### config.mk
export PLATFORM = sky130hd
export DESIGN_NAME = trace_hart_arbiter
export DESIGN_NICKNAME = d
export VERILOG_FILES = /design/src/rtl/trace_hart_arbiter.sv
export SDC_FILE = /design/constraint.sdc
export NUM_CORES = 2
export LEC_CHECK = 0
export CORE_AREA = 5 5 303 305
export CTS_BUF_LIST = sky130_fd_sc_hd__clkbuf_4 sky130_fd_sc_hd__clkbuf_8
export CTS_CLUSTER_SIZE = 16
export DETAILED_ROUTE_END_ITERATION = 7
export DIE_AREA = 0 0 308 310
export PLACE_DENSITY = 0.86
export SLEW_MARGIN = 15
export SYNTH_ARGS = -nofsm -noshare
export SYNTH_HDL_FRONTEND = slang
export SYNTH_SLANG_ARGS = --single-unit
### constraint.sdc
create_clock -name clk -period 4.75 [get_ports clk]
set_input_delay 0.95 -clock clk [delete_from_list [all_inputs] [get_ports clk]]
set_output_delay 0.95 -clock clk [all_outputs]
set_load 0.1 [all_outputs]
### src/rtl/trace_hart_arbiter.sv
// Round-robin merge of per-hart retire-record FIFOs into one
// registered valid/ready output slot tagged with hart id and order.
//
// Ports:
//   clk, reset_n           clock, async active-low reset
//   req_valid/ready/rec    per-hart push side (rec packed h*REC_W)
//   out_valid/ready        output slot handshake
//   out_rec/hart/order     record, source hart, per-hart order number
//   fifo_empty             per-hart FIFO empty status
//   stall_err              sticky stall watchdog flag, present only
//                          when TRACE_HART_ARB_WATCHDOG_EN is defined
module trace_hart_arbiter #(
  parameter int NHART   = 2,
  parameter int REC_W   = 128,
  parameter int DEPTH   = 4,
  parameter int ORDER_W = 64,
  parameter int TIMEOUT = 1024,
  localparam int HW = (NHART > 1) ? $clog2(NHART) : 1
) (
  input  logic                   clk,
  input  logic                   reset_n,
  input  logic [NHART-1:0]       req_valid,
  output logic [NHART-1:0]       req_ready,
  input  logic [NHART*REC_W-1:0] req_rec,
  output logic                   out_valid,
  input  logic                   out_ready,
  output logic [REC_W-1:0]       out_rec,
  output logic [HW-1:0]          out_hart,
  output logic [ORDER_W-1:0]     out_order,
  output logic [NHART-1:0]       fifo_empty
`ifdef TRACE_HART_ARB_WATCHDOG_EN
  ,
  output logic                   stall_err
`endif
);

  localparam int AW = $clog2(DEPTH);
  localparam int PW = AW + 1;

  logic [REC_W-1:0]   r_mem [NHART][DEPTH];
  logic [PW-1:0]      r_wp [NHART];
  logic [PW-1:0]      r_rp [NHART];
  logic [ORDER_W-1:0] r_order [NHART];
  logic [HW-1:0]      r_ptr;

  logic               r_out_valid;
  logic [REC_W-1:0]   r_out_rec;
  logic [HW-1:0]      r_out_hart;
  logic [ORDER_W-1:0] r_out_order;

  logic [NHART-1:0]   w_empty;
  logic [NHART-1:0]   w_full;
  logic [NHART-1:0]   w_push;
  logic [NHART-1:0]   w_pop;
  logic               w_any;
  logic               w_load;
  logic               w_found;
  logic [HW-1:0]      w_idx;
  logic [HW-1:0]      w_gnt;
  logic [HW-1:0]      w_ptr_nxt;
  logic [REC_W-1:0]   w_head;

  // Pointers carry one extra wrap bit so full and empty differ.
  always_comb begin
    w_empty = '0;
    w_full  = '0;
    w_push  = '0;
    for (int h = 0; h < NHART; h++) begin
      w_empty[h] = (r_wp[h] == r_rp[h]);
      w_full[h]  = (r_wp[h][AW] != r_rp[h][AW]) &&
                   (r_wp[h][AW-1:0] == r_rp[h][AW-1:0]);
      w_push[h]  = req_valid[h] & ~w_full[h];
    end
  end

  assign w_any  = |(~w_empty);
  assign w_load = (~r_out_valid | out_ready) & w_any;

  // First non-empty hart scanning upward from the rr pointer.
  always_comb begin
    w_found = 1'b0;
    w_gnt   = '0;
    w_idx   = '0;
    for (int i = 0; i < NHART; i++) begin
      w_idx = HW'((32'(r_ptr) + 32'(i)) % NHART);
      if (!w_found && !w_empty[w_idx]) begin
        w_found = 1'b1;
        w_gnt   = w_idx;
      end
    end
  end

  assign w_ptr_nxt = HW'((32'(w_gnt) + 32'd1) % NHART);
  assign w_head    = r_mem[w_gnt][r_rp[w_gnt][AW-1:0]];

  always_comb begin
    w_pop = '0;
    if (w_load) w_pop[w_gnt] = 1'b1;
  end

  // Storage is left unreset; emptiness comes from the pointers.
  always_ff @(posedge clk) begin
    for (int h = 0; h < NHART; h++) begin
      if (w_push[h])
        r_mem[h][r_wp[h][AW-1:0]] <= req_rec[h*REC_W +: REC_W];
    end
  end

  always_ff @(posedge clk or negedge reset_n) begin
    if (!reset_n) begin
      for (int h = 0; h < NHART; h++) begin
        r_wp[h]    <= '0;
        r_rp[h]    <= '0;
        r_order[h] <= ORDER_W'(1);
      end
    end else begin
      for (int h = 0; h < NHART; h++) begin
        if (w_push[h]) r_wp[h] <= r_wp[h] + PW'(1);
        if (w_pop[h]) begin
          r_rp[h]    <= r_rp[h] + PW'(1);
          r_order[h] <= r_order[h] + ORDER_W'(1);
        end
      end
    end
  end

  always_ff @(posedge clk or negedge reset_n) begin
    if (!reset_n) begin
      r_ptr       <= '0;
      r_out_valid <= 1'b0;
      r_out_rec   <= '0;
      r_out_hart  <= '0;
      r_out_order <= '0;
    end else if (w_load) begin
      r_ptr       <= w_ptr_nxt;
      r_out_valid <= 1'b1;
      r_out_rec   <= w_head;
      r_out_hart  <= w_gnt;
      r_out_order <= r_order[w_gnt];
    end else if (out_ready) begin
      r_out_valid <= 1'b0;
    end
  end

  assign req_ready  = ~w_full;
  assign fifo_empty = w_empty;
  assign out_valid  = r_out_valid;
  assign out_rec    = r_out_rec;
  assign out_hart   = r_out_hart;
  assign out_order  = r_out_order;

`ifdef TRACE_HART_ARB_WATCHDOG_EN
  localparam int CW = $clog2(TIMEOUT + 1);

  logic [CW-1:0] r_wd_cnt;
  logic [CW-1:0] w_wd_nxt;
  logic          r_stall_err;
  logic          w_stall;

  assign w_stall  = r_out_valid & ~out_ready;
  // Saturate at TIMEOUT so a long stall never wraps back to 0.
  assign w_wd_nxt = (r_wd_cnt == CW'(TIMEOUT)) ?
                    r_wd_cnt : r_wd_cnt + CW'(1);

  always_ff @(posedge clk or negedge reset_n) begin
    if (!reset_n) begin
      r_wd_cnt    <= '0;
      r_stall_err <= 1'b0;
    end else if (w_stall) begin
      r_wd_cnt <= w_wd_nxt;
      if (w_wd_nxt == CW'(TIMEOUT)) r_stall_err <= 1'b1;
    end else begin
      r_wd_cnt <= '0;
    end
  end

  assign stall_err = r_stall_err;
`endif

endmodule

==> impl_metrics.py <==
metrics = {
    "timing": {
        "setup_viol": 0,
        "max_slew_margin_pct": 14.2,
        "rsz0062_at_grt": "no",
        "maxSlewViolCount": 0,
        "post-route-period-util_pct": 76.6,
        "worst_pin_slew_ns": 1.29,
        "fin_crit_ns": 3.64,
        "tns_ns": 0,
        "whs_ns": 0.165,
        "finalClockSkew_ns": 0.0623,
        "fmax_mhz": 275,
        "final_hold_viol_count": 0,
    },
    "pwr": {
        "pwr_density_cell_nw_per_um2": 707,
        "cellLeakagePower_nw": 22.8,
        "ir_drop_mv": 0.891,
    },
    "finish": {
        "multiInputGateArea_sq_um": 12000,
        "final_layout_size_suffix_gt1_share_pct": 20.1,
        "area_growth_pct": 20.5,
        "final_core_util_pct": 70.2,
        "ff_latch_area_sq_um": 39200,
        "fill_cells": 5030,
        "nets": 3622,
    },
    "clocking": {
        "root_buffer": "clkbuf_8",
        "post-cts-setup-buffers": 0,
        "clock_latency_ns": 0.89,
        "clkSlewWorstSetupHoldPaths_ns": 0.05,
        "cts_hold_buffers": 0,
        "cts_buffers": 199,
        "cts_tree": "yes",
        "ctsResizeCount": 0,
        "cts_max_level": 4,
        "cts_sinks": 1359,
        "clockBufferDepth": 3,
    },
    "yosys": {
        "yosysTopAreaCell": "edfxtp_1",
        "synth.top_cell.area_share_pct": 59.3,
        "yosysUniqueCellTypes": 45,
        "syn-num-nets": 3037,
        "synth_area_sq_um": 51900,
        "synth_edf_count": 1024,
        "synth_seq_cells": 1359,
        "async_flop_share_pct": 24.7,
        "syn_inst": 2764,
        "syn_area_per_cell_sq_um": 18.8,
        "synth_warnings": 0,
        "seq_area_frac_synth_pct": 75.4,
        "synthFlopType": "edfxtp_1",
        "synth_area_leaders": "edfxtp_1, dfrtp_1, mux4_2, mux2i_1, nand2_1",
    },
    "critical_path": {
        "crit_fanout": 26,
        "required_ns": 3.80,
        "reg2reg_slack_ns": 1.50,
        "cp.arrival_ns": 2.69,
        "crit_type": "reg2out",
        "endpoint_kind": "output port",
        "cp-start-kind": "register",
    },
    "grt": {
        "grt_pass1_wl_um": 201000,
        "grt.overflow.total": 0,
        "antenna_found_initial": 41,
        "grt_max_degree": 115,
        "first_global_vias": 31300,
        "gr-usage-all-layers_pct": 28.5,
    },
    "floorplan": {
        "die_w_um": 308,
        "die-area_sq_um": 95500,
        "initial_utilization_pct": 58.3,
        "dieHeight_um": 310,
        "num_rows": 110,
        "ios": 459,
        "design.core.area_sq_um": 89000,
    },
    "routing": {
        "routed_wl_um": 136000,
        "firstDrtPassIters": 8,
        "route.detailed.drc": 0,
        "viasPerCell": 6.23,
        "postRouteAntennaNets": 0,
        "vias": 29500,
        "drtIter0Drc": 3373,
        "wire_per_inst_um": 28.7,
    },
    "min_path": {
        "hp-class": "in2async",
    },
    "outcome": {
        "status": "complete, no violations",
    },
    "run": {
        "cap_violations": 0,
    },
    "place": {
        "hpwl_um": 77700,
        "port-buffer-count": 458,
        "place_congestion": 0.829,
    },
}
## power breakdown
group          internal [mW]  switching, mW  total, mW  leakage, nW
Sequential              15.9           1.28       17.2         13.6
Combinational           5.57           11.7       17.3         6.99
Clock                   5.16           4.60       9.76         2.24
## registers in the layout, indices dropped and copies added (netlist names), 6 cells and up
name       cells
r_mem       1024
out_rec      128
r_order      128
out_order     64
r_rp           6
r_wp           6
## final cells by class
| class | instances | area share, % |
|---|---|---|
| diodes | 37 | 0.148 |
| clock buffers | 312 | 6.04 |
| clock inverters | 66 | 0.674 |
| inverters | 71 | 0.426 |
| multi-input cells | 1194 | 19.2 |
| flip-flops and latches | 1359 | 62.6 |
| well taps | 1176 | 2.35 |
| repair buffers | 524 | 8.61 |
## cell usage in the layout (no fill, tap or decap), types with 5 or more instances in the layout
cell type           n
edfxtp_1         1024
clkdlybuf4s50_1   453
dfrtp_1           329
mux4_2            256
clkbuf_8          229
nand2_1           222
o21ai_0           129
mux2i_1           128
xor2_1             92
clkbuf_4           83
inv_1              70
nor3_1             58
xnor2_1            48
a222oi_1           45
buf_4              45
nand3_1            44
nor4_1             40
diode_2            37
nand4_1            27
clkinv_1           26
nor2_1             25
buf_12             25
clkinv_2           22
a22oi_1            19
ha_1               12
and3_4              8
inv_6               6
and3_1              5
mux2_2              5
## metrics by stage
stage | instances | power (mW) | area (sq um) | setup WS [ns]
after floorplan | 2764 | 29.0 | 51900 | 1.11
after global placement | 4324 | 33.9 | 58300 | 1.21
after detailed placement | 4324 | 34.4 | 58300 | 1.20
after CTS | 4702 | 44.4 | 62500 | 0.991
after global routing | 4730 | 45.8 | 62500 | 0.985
final | 4739 | 44.2 | 62500 | 1.11
## worst max-delay path: stages (launching register included)
cell     delay (ns)
dfrtp_4        0.67
xnor2_1        0.34
and3_1         0.45
buf_4          0.37
## metal layers
layer / global-route usage, % / routed length, um / part of all wire [%] / vias to the layer above
li1: - / - / - / 12200
met1: 36.1 / 48000 / 35 / 15100
met2: 47.6 / 69000 / 51 / 1888
met3: 7.53 / 13600 / 10 / 355
met4: 11.9 / 5300 / 3.9 / 14
met5: 0 / 90 / 0.066 / -
## final timing paths
| check | endpoint | depth (start not counted) | start |
|---|---|---|---|
| max | fifo_empty[0] | 3 | r_rp[4] |
| min | out_rec[120] | 1 | reset_n |
| max reg2reg | out_rec[73] | 5 | r_rp[3] |
| min reg2reg | out_order[41] | 2 | out_order[41] |
| max in group asynchronous | r_order[64] | 2 | reset_n |
| min in group clk | out_order[41] | 2 | out_order[41] |
## kinds of logic after synthesis
kind of cell,share of synthesized area (%)
and+or+nand+nor,4.07
adders and majority gates,0.289
buffers and inverters,1.64
xor gates and xnor gates,2.36
muxes,13.7
AOI/OAI and AO/OA,2.53
DFF,75.4
## Yosys cell counts (2+ instances only)
| cell type | n |
|---|---|
| and3_1 | 13 |
| nor2_1 | 26 |
| mux2_2 | 5 |
| buf_2 | 30 |
| o21ai_0 | 129 |
| nand2_1 | 222 |
| dfrtp_1 | 333 |
| buf_1 | 13 |
| mux4_2 | 256 |
| nor4_1 | 41 |
| or4_1 | 2 |
| and2_1 | 2 |
| dfstp_2 | 2 |
| a211o_1 | 2 |
| ha_1 | 12 |
| buf_6 | 2 |
| a22oi_1 | 19 |
| nand4_2 | 2 |
| xnor2_1 | 48 |
| inv_1 | 70 |
| nand4b_1 | 2 |
| mux2i_1 | 128 |
| xor2_1 | 92 |
| a211oi_1 | 2 |
| a21o_1 | 3 |
| nor3_1 | 59 |
| nand3_1 | 44 |
| and4_1 | 3 |
| clkbuf_1 | 93 |
| a222oi_1 | 45 |
| nand4_1 | 27 |
| edfxtp_1 | 1024 |
(Power assumes the default switching activity.)
==> patch: new RTL, same flow settings <==
The parameter `REC_W` goes from 128 to 64.
--- a/src/rtl/trace_hart_arbiter.sv
+++ b/src/rtl/trace_hart_arbiter.sv
@@ -11,7 +11,7 @@
 //                          when TRACE_HART_ARB_WATCHDOG_EN is defined
 module trace_hart_arbiter #(
   parameter int NHART   = 2,
-  parameter int REC_W   = 128,
+  parameter int REC_W   = 64,
   parameter int DEPTH   = 4,
   parameter int ORDER_W = 64,
   parameter int TIMEOUT = 1024,
Ports: changed (resized out_rec and req_rec); port bits go from 459 to 267. No check against the original RTL was run, so the function may have changed too.
==> patch against the original RTL <==
The flow now finishes with violations (design-rule violations). Total power fell by 42%. Routed wire length fell by 43%. Synthesized area fell by 41%. Worst setup slack got worse by 0.16 ns. Sequential cell count fell by 576. Synthesized cell count fell by 34%. Critical path depth did not move. Clock skew fell by 0.016 ns. Non-clock buffer count fell by 219. Cell area fell by 39%. Critical path type unchanged. Largest cell class unchanged. Largest power group is now registers.
==> patch: results (changes against the original RTL) <==
Seq Cell Count = 783 (-42%)
Net Count, Synth = 1962 (-35%)
ys async rst share = 34.6% (+10 points)
GRT Util Overall = 16.2% (-12 points)
routed length per instance = 22.5 um (-22%)
multi-input gates = 875 (-27%)
area of the multi-input gates = 8050 um^2 (-33%)
CP arrival = 2.84 ns (+0.15 ns)
Post-synth EDFFs = 512 (-50%)
fraction of layout cells with a size suffix above 1 = 19.5% (-0.53 points)
Post-Place Cell Area = 35000 um^2 (-40%)
clock buffer depth = 3 (unchanged)
post-synthesis xor/xnor area fraction = 4.07% (+1.7 points)
Inverters = 75 (+5.6%)
buffering overhead = 7.94% (-0.68 points)
internal reg-to-reg setup slack = 1.46 ns (-0.04 ns)
Worst R2R End = out_rec[33]
Via density = 5.14 (-18%)
RePlAce Congestion = 0.843 (+1.7%)
# DRC = 2 (+2)
bufs w/o clock = 305 (-42%)
origin of the critical flop-to-flop path = r_rp[3]
post-synthesis sequential area ratio = 72.0% (-3.4 points)
initial drt markers = 1779 (-47%)
reg2reg path depth = 6 (+1)
HP Class = in2async
mux contribution to synthesized area = 11.6% (-2.1 points)
Leakage = 0.0145 uW (-37%)
Worst-Skew Late Latency = 0.81 ns (-0.08 ns)
Final Cell Area = 37900 um^2 (-39%)
VDD IR-drop max = 0.777 mV (-13%)
Setup CP Type = reg2out
Final clock-cell share = 7.65% (+0.94 points)
critical path's largest stage delay = 0.71 ns (+0.04 ns)
CP max FO = 28 (+7.7%)
Post-synth top cells = edfxtp_1, dfrtp_1, nand2_1
ANT cells = 9 (-76%)
Least-Margin Pin Slew = 1.16 ns (-0.123 ns)
Synth area leaders = edfxtp_1, dfrtp_1, mux4_2
max reg flops = 512 (-50%)
Nets = 2316 (-36%)
clock buf count = 200 (-36%)
adder-cell share of the synthesized area = 0.488% (+0.20 points)
largest net degree at the start of global routing = 112 (-2.6%)
Fillers = 7660 (+52%)
Yosys cell types = 49 (+8.9%)
initial antenna violation count = 22 (-46%)
failing checks = design-rule violations
status = finished with violations
vias in the first global route = 18700 (-40%)
Synth Area in Compound Gates = 3.24% (+0.72 points)
CTS buffer count = 131 (-34%)
patch: cell count changes after synthesis, sizes merged, moves of 10 or more:
cell,before,now
clkbuf,94,51
mux4,256,128
mux2i,128,64
and3,13,23
xnor2,48,61
edfxtp,1024,512
dfrtp,333,269
nand2,222,149
nor3,59,46
o21ai,129,66
buf,46,33
xor2,92,82
patch: metal layers:
metal | GRT usage (%) | wire (um)
met5 | 0 | 211
met4 | 4.94 | 1460
met3 | 6.74 | 8450
met2 | 26.5 | 38100
met1 | 20.0 | 29700
patch: through the flow:
stage	cells	utilization [%]	hold slack, ns	setup slack, ns
after global placement	3214	39.3	0.453	1.30
after detailed placement	3214	39.3	0.459	1.26
after floorplan	1817	-	0.441	1.02
final	3465	42.6	0.231	0.958
after CTS	3456	42.5	0.200	0.864
after global routing	3457	42.5	0.230	0.770
patch: where the power goes:
| group | total, uW | internal [uW] | switching, uW |
|---|---|---|---|
| Sequential | 9800 | 8910 | 893 |
| Combinational | 9300 | 3030 | 6270 |
| Clock | 6430 | 3580 | 2850 |
